[src/rtl/easyaxi_slv_rd_pkg.sv]
// Shared definitions for the EasyAXI read-channel slave: bus widths,
// address limit, response codes and FSM state encoding.
// The `AXI_* widths keep their macro form so the master side can share them.
`ifndef EASYAXI_DEFINE_V
`define EASYAXI_DEFINE_V
`ifndef AXI_ID_WIDTH
`define AXI_ID_WIDTH 4
`endif
`ifndef AXI_ADDR_WIDTH
`define AXI_ADDR_WIDTH 16
`endif
`ifndef AXI_DATA_WIDTH
`define AXI_DATA_WIDTH 32
`endif
`ifndef AXI_SLV_ADDR_LIMIT
`define AXI_SLV_ADDR_LIMIT 16'h0001
`endif
`endif

package easyaxi_slv_rd_pkg;

  localparam int unsigned ID_W   = `AXI_ID_WIDTH;
  localparam int unsigned ADDR_W = `AXI_ADDR_WIDTH;
  localparam int unsigned DATA_W = `AXI_DATA_WIDTH;
  localparam int unsigned REQ_W  = ID_W + ADDR_W;

  localparam logic [1:0] AXI_RESP_OKAY   = 2'b00;
  localparam logic [1:0] AXI_RESP_DECERR = 2'b11;

  typedef enum logic [1:0] {
    ST_IDLE = 2'd0,
    ST_WAIT = 2'd1,
    ST_RESP = 2'd2
  } rd_state_e;

  // R data for a normal response: zero-extended {arid, araddr}
  function automatic logic [DATA_W-1:0] rd_payload(input logic [ID_W-1:0]   id,
                                                   input logic [ADDR_W-1:0] addr);
    logic [REQ_W-1:0] req;
    req = {id, addr};
    return DATA_W'(req);
  endfunction

endpackage

[src/rtl/easyaxi_sync_fifo.sv]
// Generic synchronous FIFO. Pointers carry one extra wrap bit; full when the
// address bits match and the wrap bits differ. Push into a full FIFO and pop
// from an empty FIFO are ignored.
module easyaxi_sync_fifo #(
  parameter int unsigned WIDTH = 8,
  parameter int unsigned DEPTH = 4
) (
  input  logic                     clk_i,
  input  logic                     rst_i,
  input  logic                     push_i,
  input  logic [WIDTH-1:0]         data_i,
  input  logic                     pop_i,
  output logic [WIDTH-1:0]         data_o,
  output logic                     full_o,
  output logic                     empty_o,
  output logic [$clog2(DEPTH):0]   count_o
);

  localparam int unsigned AW = $clog2(DEPTH);

  logic [WIDTH-1:0] mem_q [DEPTH];
  logic [AW:0]      wr_ptr_q, wr_ptr_d;
  logic [AW:0]      rd_ptr_q, rd_ptr_d;
  logic             push_ok, pop_ok;

  assign full_o  = (wr_ptr_q[AW-1:0] == rd_ptr_q[AW-1:0]) && (wr_ptr_q[AW] != rd_ptr_q[AW]);
  assign empty_o = (wr_ptr_q == rd_ptr_q);
  assign count_o = wr_ptr_q - rd_ptr_q;
  assign data_o  = mem_q[rd_ptr_q[AW-1:0]];

  assign push_ok = push_i && !full_o;
  assign pop_ok  = pop_i && !empty_o;

  // pointer advance
  always_comb begin
    wr_ptr_d = wr_ptr_q;
    rd_ptr_d = rd_ptr_q;
    if (push_ok) wr_ptr_d = wr_ptr_q + 1'b1;
    if (pop_ok)  rd_ptr_d = rd_ptr_q + 1'b1;
  end

  // pointer registers
  always_ff @(posedge clk_i) begin
    if (rst_i) begin
      wr_ptr_q <= '0;
      rd_ptr_q <= '0;
    end else begin
      wr_ptr_q <= wr_ptr_d;
      rd_ptr_q <= rd_ptr_d;
    end
  end

  // storage write, no reset needed
  always_ff @(posedge clk_i) begin
    if (push_ok) mem_q[wr_ptr_q[AW-1:0]] <= data_i;
  end

endmodule

[src/rtl/easyaxi_slv_rd.sv]
// EasyAXI read-channel slave: buffers AR requests in order and answers each
// with a single-beat R response after RD_LATENCY wait cycles.
// Optional macro EASYAXI_SLV_DECERR_EN: addresses >= `AXI_SLV_ADDR_LIMIT get
// DECERR with zero data.
module easyaxi_slv_rd
  import easyaxi_slv_rd_pkg::*;
#(
  parameter int unsigned FIFO_DEPTH = 4,
  parameter int unsigned RD_LATENCY = 2
) (
  input  logic                       clk,
  input  logic                       rst,
  input  logic                       axi_slv_arvalid,
  output logic                       axi_slv_arready,
  input  logic [`AXI_ID_WIDTH-1:0]   axi_slv_arid,
  input  logic [`AXI_ADDR_WIDTH-1:0] axi_slv_araddr,
  output logic                       axi_slv_rvalid,
  input  logic                       axi_slv_rready,
  output logic [`AXI_ID_WIDTH-1:0]   axi_slv_rid,
  output logic [`AXI_DATA_WIDTH-1:0] axi_slv_rdata,
  output logic [1:0]                 axi_slv_rresp,
  output logic                       axi_slv_rlast
);

  localparam int unsigned CNT_W      = $clog2(FIFO_DEPTH) + 1;
  localparam logic [3:0]  LAT_RELOAD = (RD_LATENCY == 0) ? 4'd0 : 4'(RD_LATENCY - 1);

  rd_state_e           state_q, state_d;
  logic [3:0]          cnt_q, cnt_d;
  logic [ID_W-1:0]     rid_q, rid_d;
  logic [DATA_W-1:0]   rdata_q, rdata_d;
  logic [1:0]          rresp_q, rresp_d;
  logic                load;

  logic                fifo_push, fifo_pop, fifo_full, fifo_empty;
  logic [REQ_W-1:0]    fifo_head;
  logic [CNT_W-1:0]    fifo_count;
  logic [ID_W-1:0]     head_id;
  logic [ADDR_W-1:0]   head_addr;
  logic                remain;

  assign axi_slv_arready = !fifo_full;
  assign fifo_push       = axi_slv_arvalid && !fifo_full;
  assign fifo_pop        = (state_q == ST_RESP) && axi_slv_rready;

  assign head_id   = fifo_head[REQ_W-1 -: ID_W];
  assign head_addr = fifo_head[ADDR_W-1:0];

  // entries left once the head is popped (a same-cycle push also counts)
  assign remain = (fifo_count != CNT_W'(1)) || fifo_push;

  easyaxi_sync_fifo #(
    .WIDTH (REQ_W),
    .DEPTH (FIFO_DEPTH)
  ) u_req_fifo (
    .clk_i   (clk),
    .rst_i   (rst),
    .push_i  (fifo_push),
    .data_i  ({axi_slv_arid, axi_slv_araddr}),
    .pop_i   (fifo_pop),
    .data_o  (fifo_head),
    .full_o  (fifo_full),
    .empty_o (fifo_empty),
    .count_o (fifo_count)
  );

`ifdef EASYAXI_SLV_DECERR_EN
  logic head_decerr;
  assign head_decerr = (head_addr >= ADDR_W'(`AXI_SLV_ADDR_LIMIT));
`endif

  // next-state and latency counter
  always_comb begin
    state_d = state_q;
    cnt_d   = cnt_q;
    load    = 1'b0;
    unique case (state_q)
      ST_IDLE: begin
        if (!fifo_empty) begin
          if (RD_LATENCY == 0) begin
            state_d = ST_RESP;
            load    = 1'b1;
          end else begin
            state_d = ST_WAIT;
            cnt_d   = LAT_RELOAD;
          end
        end
      end
      ST_WAIT: begin
        if (cnt_q == 4'd0) begin
          state_d = ST_RESP;
          load    = 1'b1;
        end else begin
          cnt_d = cnt_q - 4'd1;
        end
      end
      ST_RESP: begin
        // with zero latency the next head is loaded via IDLE, since the
        // post-pop head is not visible until the pointer has moved
        if (axi_slv_rready) begin
          if (remain && (RD_LATENCY != 0)) begin
            state_d = ST_WAIT;
            cnt_d   = LAT_RELOAD;
          end else begin
            state_d = ST_IDLE;
          end
        end
      end
      default: state_d = ST_IDLE;
    endcase
  end

  // R payload capture from FIFO head on entry to RESP
  always_comb begin
    rid_d   = rid_q;
    rdata_d = rdata_q;
    rresp_d = rresp_q;
    if (load) begin
      rid_d   = head_id;
      rdata_d = rd_payload(head_id, head_addr);
      rresp_d = AXI_RESP_OKAY;
`ifdef EASYAXI_SLV_DECERR_EN
      if (head_decerr) begin
        rdata_d = '0;
        rresp_d = AXI_RESP_DECERR;
      end
`endif
    end
  end

  // state, counter and payload registers
  always_ff @(posedge clk) begin
    if (rst) begin
      state_q <= ST_IDLE;
      cnt_q   <= '0;
      rid_q   <= '0;
      rdata_q <= '0;
      rresp_q <= AXI_RESP_OKAY;
    end else begin
      state_q <= state_d;
      cnt_q   <= cnt_d;
      rid_q   <= rid_d;
      rdata_q <= rdata_d;
      rresp_q <= rresp_d;
    end
  end

  assign axi_slv_rvalid = (state_q == ST_RESP);
  assign axi_slv_rid    = rid_q;
  assign axi_slv_rdata  = rdata_q;
  assign axi_slv_rresp  = rresp_q;
  assign axi_slv_rlast  = 1'b1;

endmodule
[config.mk]
export PLATFORM = sky130hd
export DESIGN_NAME = easyaxi_slv_rd
export DESIGN_NICKNAME = d
export VERILOG_FILES = /design/src/rtl/easyaxi_slv_rd_pkg.sv /design/src/rtl/easyaxi_sync_fifo.sv /design/src/rtl/easyaxi_slv_rd.sv
export SDC_FILE = /design/constraint.sdc
export NUM_CORES = 1
export LEC_CHECK = 0
export ABC_CLOCK_PERIOD_IN_PS = 3600
export CORE_ASPECT_RATIO = 0.8
export CORE_MARGIN = 10
export CORE_UTILIZATION = 29
export CTS_BUF_LIST = sky130_fd_sc_hd__clkbuf_8 sky130_fd_sc_hd__clkbuf_16
export DETAILED_ROUTE_END_ITERATION = 16
export PLACE_DENSITY = 0.6
export REMOVE_ABC_BUFFERS = 1
export SLEW_MARGIN = 20
export SYNTH_ARGS = -nofsm -noshare
export SYNTH_HDL_FRONTEND = slang
export SYNTH_HIERARCHICAL = 1
export SYNTH_SLANG_ARGS = --single-unit
[constraint.sdc]
create_clock -name clk -period 3.6 [get_ports clk]
set_clock_uncertainty 0.15 [all_clocks]
set_input_delay 1.08 -clock clk [delete_from_list [all_inputs] [get_ports clk]]
set_output_delay 1.08 -clock clk [all_outputs]
set_load 0.05 [all_outputs]
---- Word-level counts from Yosys, hierarchy flattened ----
Memories as Yosys holds them, arrays and structs flattened. A register that Yosys moved wholly into a read port is not among the register bits.
Index checks and enable logic that the tools add are counted.
word-level totals
  register bits after elaboration ......... 36
  RAM bits ................................ 80
  output and inout bits ................... 41
  memories kept ........................... 1
memory list
  memory            depth  width  rd ports  clocked after memory_dff  write ports  line                     source
  u_req_fifo.mem_q  4      20     1         1                         1            easyaxi_sync_fifo.sv:21  logic [WIDTH-1:0] mem_q [DEPTH];
operators by class
  add/sub/neg operators ................... 4
  eq/ne operators ......................... 11
  mux-type cells .......................... 16
  reduce and logical (&&, ||, !) cells .... 13
operators with widths
  cell                   count
  $mux W4                4
  $pmux W4 S3            1
  $mux W2                5
  $add A3 B1 Y3 const B  2
  $ne A2 B2 Y1 const B   3
  $pmux W2 S3            1
  $logic_and A1 B1 Y1    5
  $mux W1                5
  $reduce_and A5 Y1      1
  $logic_not A4 Y1       1
  $ne A2 B1 Y1 const B   2
  $sub A4 B1 Y4 const B  1
  $eq A3 B3 Y1           1
  $ne A3 B1 Y1 const B   1
  $reduce_and A3 Y1      1
  $reduce_bool A3 Y1     1
  $sub A3 B3 Y3          1
  $eq A2 B1 Y1 const B   1
  $eq A2 B2 Y1           1
  $eq A2 B2 Y1 const B   1
  $logic_not A1 Y1       2
  $logic_not A2 Y1       1
  $logic_or A1 B1 Y1     1
  $ne A1 B1 Y1           1

---- Logic depth before layout (Yosys ltp) ----
  depth in word-level cells ............... 8
  depth in mapped cells ................... 10
  gate-level depth less buffers ........... 8

---- By module ----
The synthesis kept the hierarchy.
modules (own cells, without submodules)
  module             instances  cells each  area an instance (µm²)
  easyaxi_sync_fifo  1          171         3463.3
  easyaxi_slv_rd     1          150         1231.2

---- Least setup slack after synthesis ----
Ideal clock, no wire load.
  kind .................................... register to register
  start ................................... register u_req_fifo.wr_ptr_q[0]
  end ..................................... memory u_req_fifo/mem_q[0][0] in the netlist's numbering (enable)
  arrival time ............................ 2.320 ns
  data required time ...................... 3.072 ns
  setup slack ............................. 0.752 ns
  cell stages (with the launch flop) ...... 10
  path buffers ............................ 2
  period minus slack after synthesis ...... 2.848 ns
  cell sequence ........................... dfxtp_1 -> inv_1 -> ha_1 -> nand2_1 -> clkbuf_1 -> nor2_1 -> nor2b_1 -> clkbuf_1 -> o21a_1 -> and2_1
between the ends
  longest elaborated chain between the ends .. 7
RTL lines
  item                           line                     source
  start, declared                easyaxi_sync_fifo.sv:22  logic [AW:0] wr_ptr_q, wr_ptr_d;
  start signal, assigned         easyaxi_sync_fifo.sv:48  wr_ptr_q <= wr_ptr_d;
  $eq A2 B2 Y1                   easyaxi_sync_fifo.sv:26  assign full_o = (wr_ptr_q[AW-1:0] == rd_ptr_q[AW-1:0]) && (wr_ptr_q[AW] != rd_ptr_q[AW]);
  $logic_and A1 B1 Y1            easyaxi_sync_fifo.sv:26
  named net fifo_full            easyaxi_slv_rd.sv:35     logic fifo_push, fifo_pop, fifo_full, fifo_empty;
  $logic_not A1 Y1               easyaxi_slv_rd.sv:43     assign fifo_push = axi_slv_arvalid && !fifo_full;
  $logic_and A1 B1 Y1            easyaxi_slv_rd.sv:43
  named net fifo_push            easyaxi_slv_rd.sv:35
  $logic_and A1 B1 Y1            easyaxi_sync_fifo.sv:31  assign push_ok = push_i && !full_o;
  $mux W1                        easyaxi_sync_fifo.sv:55  if (push_ok) mem_q[wr_ptr_q[AW-1:0]] <= data_i;
  $mux W1 (not written as such)  easyaxi_sync_fifo.sv:55
  end, declared                  easyaxi_sync_fifo.sv:21
The timed path passes the listed nets, and every way through them passes these cells.

---- Worst setup path in the final report ----
  start ................................... register u_req_fifo.wr_ptr_q[0]
  end ..................................... output axi_slv_arready
between the ends
  longest elaborated chain between the ends .. 3
RTL lines
  item                 line                     source
  $eq A2 B2 Y1         easyaxi_sync_fifo.sv:26
  $logic_and A1 B1 Y1  easyaxi_sync_fifo.sv:26
  named net fifo_full  easyaxi_slv_rd.sv:35
  $logic_not A1 Y1     easyaxi_slv_rd.sv:42     assign axi_slv_arready = !fifo_full;
  end, declared        easyaxi_slv_rd.sv:14     output logic axi_slv_arready,
The timed path passes the listed nets, and every way through them passes these cells.

==> metrics.md <==
| Metric | Value |
|---|---|
| Crit-path max cell delay | `0.42 ns` |
| Setup WS pre-CTS | `0.443 ns` |
| Critical Path Source Type | `register` |
| Most frequent cells in the layout | `edfxtp_1 (80), clkdlybuf4s50_1 (48), nand2_1 (46)` |
| Slew headroom | `31.9%` |
| Gr usage total | `9.38%` |
| Mapped Area | `4690 um2` |
| Worst EP required | `2.37 ns` |
| Sequential-to-total area share from yosys stat | `65.7%` |
| Async SR Flop Fraction | `0%` |
| Routability congestion estimate | `0.749` |
| Post-synth EDFFs | `80` |
| Non-Filler Instances | `610` |
| Antenna fix cells | `0` |
| Share of layout cells above drive strength 1 | `17.2%` |
| Clock slew at reported path FFs | `0.05 ns` |
| Leakage | `2.06 nW` |
| Worst setup margin | `0.340 ns` |
| Worst slew pin tran | `1.02 ns` |
| Synth top area share | `51.2%` |
| Distinct cells, synth | `46` |
| Most common cell after layout, fill and taps aside | `edfxtp_1` |
| Die footprint | `21,700 um2` |
| Crit path buffers/inverters | `3` |
| Worst-Skew Late Latency | `0.40 ns` |
| Clock Tree Buf Depth | `2` |
| Post-cts resize count | `0` |
| Final Max Tran Viols | `0` |
| Post-DP HPWL | `7030 um` |
| Chip width | `162 um` |
| Maximum clock frequency | `0.307 GHz` |
| Initial antenna violation count | `0` |
| CTS tree | `built` |
| Critical path type | `reg -> out` |
| Setup crit start | `u_req_fifo/wr_ptr_q[0]` |
| First-pass iteration count of the detailed router | `4` |
| H-tree depth | `4` |
| TritonCTS Sinks | `114` |
| R2r startpoint | `u_req_fifo/wr_ptr_q[0]` |
| Max IR drop VDD | `0.330 mV` |
| Tmin final | `3.26 ns` |
| Hold buffer count at cts | `0` |
| Drt drc | `0` |
| WL final | `9950 um` |
| Root Driver | `clkbuf_16` |
| CP Max Fanout | `13` |
| Placed insts | `578` |
| TritonCTS Buffers | `17` |
| Port-buffer cells | `49` |
| Final period util | `90.5%` |
| Hold Violations, Final | `0` |
| Power density over the cells | `770 nW/um2` |
| Top post-synthesis cells by area | `edfxtp_1 (51%), dfxtp_1 (14%), mux4_2 (9.6%), nand2_1 (3.7%), buf_4 (3.2%)` |
| Detailed Route Iter0 Violations | `127` |
| Min-delay worst type | `reg -> reg` |
| Synth Instances | `321` |
| Final setup fails | `0` |
| Critical path arrival | `2.03 ns` |
| WHS | `0.302 ns` |
| Min-delay src | `axi_slv_rdata[4]` |
| Yosys warns | `6` |
| Largest net degree at the start of global routing | `24` |
| Setup Buffers After CTS | `0` |
| Setup TNS | `0 ns` |
| Status | `finished clean` |
| Io pins | `65` |
| Crit-path cells | `inv_1 -> ha_1 -> nand2_1 -> nor2_1 -> inv_1 -> buf_4` |
| Fill count | `1,500` |
| Row cnt | `41` |
| Die Ht | `134 um` |
| Core Box Area | `15,800 um2` |
| Grt ovf | `0` |
| CP top delay family | `simple AND/OR/NAND/NOR gates` |
| Final #Nets | `416` |
| Slowest cell on crit path | `dfxtp_1` |
| Via density | `4.47` |
| Post-Synthesis Mean Instance Area | `14.6 um2` |
| Via Count | `2,724` |
| Ys flop type | `edfxtp_1` |
| WL/cell | `16.3 um` |
| Max-Cap Viols | `0` |
| Wire length of the first global-routing pass | `15,600 um` |
| Cell with the most instances on the worst path | `inv_1` |
| Initial core utilization | `29.7%` |
| Area grow syn2layout | `27.1%` |
| RSZ-0062 raised after global routing | `no` |
| Synthesized flop and latch total | `114` |
| Critical Path Sink Type | `output pin` |
| Post-synth top area cell | `edfxtp_1` |
| Detail Route Antenna Nets | `0` |
| Number of global-route vias before repair | `2,828` |
[metal layers]
| metal | global-route usage (%) | routed length [um] |
|---|---|---|
| met1 | 11.4 | 4540 |
| met2 | 14.4 | 4700 |
| met3 | 3.79 | 594 |
| met4 | 3.94 | 117 |
| met5 | 0 | 0 |
[sequential cells by signal, summed over array words and instances, names as in the netlist, named ones only]
signal / count
axi_slv_rid: 4
u_req_fifo/wr_ptr_q: 3
axi_slv_rdata: 16
cnt_q: 4
u_req_fifo/rd_ptr_q: 3
state_q: 2
u_req_fifo/mem_q: 80
[worst paths after layout]
check	slack [ns]	depth (start not counted)	end
max	0.34	6	axi_slv_arready
min	0.30	2	axi_slv_rdata[4]
max reg2reg	0.63	9	u_req_fifo/mem_q[3][3]
min reg2reg	0.30	2	axi_slv_rdata[4]
[synth_stat cells, types with 2 or more instances]
cell type / number
o21a_1: 3
nor3_1: 3
conb_1: 2
and3b_1: 2
o311ai_0: 2
nand2b_1: 3
nand4_1: 2
a211oi_2: 2
dfxtp_1: 34
nor4bb_1: 2
or4_1: 2
and2b_1: 3
nand3_1: 2
mux4_2: 20
a41oi_1: 2
a21oi_1: 25
xnor2_1: 2
edfxtp_1: 80
inv_1: 9
nand2_1: 46
buf_2: 4
and2_1: 4
clkbuf_1: 7
buf_6: 2
a31oi_1: 2
nor3b_1: 4
ha_1: 9
buf_4: 20
nor2b_1: 3
nor2_1: 4
[power by group]
group,switching [mW],internal (mW),leakage (nW)
Combinational,0.766,0.457,0.742
Clock,0.531,1.10,0.309
Sequential,0.0987,1.64,1.01
[through the flow]
step,utilization (%),cell area [um2],total power [mW]
2_1_floorplan,-,4520,2.59
3_3_place_gp,34.1,5380,2.98
3_5_place_dp,34.1,5380,3.01
4_1_cts,37.8,5970,4.66
5_1_grt,37.8,5970,4.83
6_report,37.8,5970,4.59
[worst min-delay path, delay by kind of cell, from the launching register on]
family	cells	cell delay (ns)
flip-flops	1	0.30
AND/OR/NAND/NOR	1	0.05
AO/OA/AOI/OAI	1	0.05
[kinds of logic after synthesis]
family,synth area share [%]
AO/OA/AOI/OAI,5.65
adder cells (fa/ha/maj),2.83
XOR/XNOR,0.373
AND/OR/NAND/NOR,9.94
multiplexers,9.91
other,0.160
flip-flops,65.7
buffers and inverters,5.46
[final cells by class]
| cell class | instances | area [um2] | share of cell area, % |
|---|---|---|---|
| Inverter | 9 | 33.8 | 0.566 |
| Tap cell | 215 | 269 | 4.51 |
| Clock inverter | 13 | 130 | 2.18 |
| Clock buffer | 19 | 453 | 7.59 |
| Timing Repair Buffer | 63 | 593 | 9.94 |
| Sequential cell | 114 | 3080 | 51.7 |
| Multi-Input combinational cell | 177 | 1400 | 23.5 |
(Power assumes the default switching activity.)
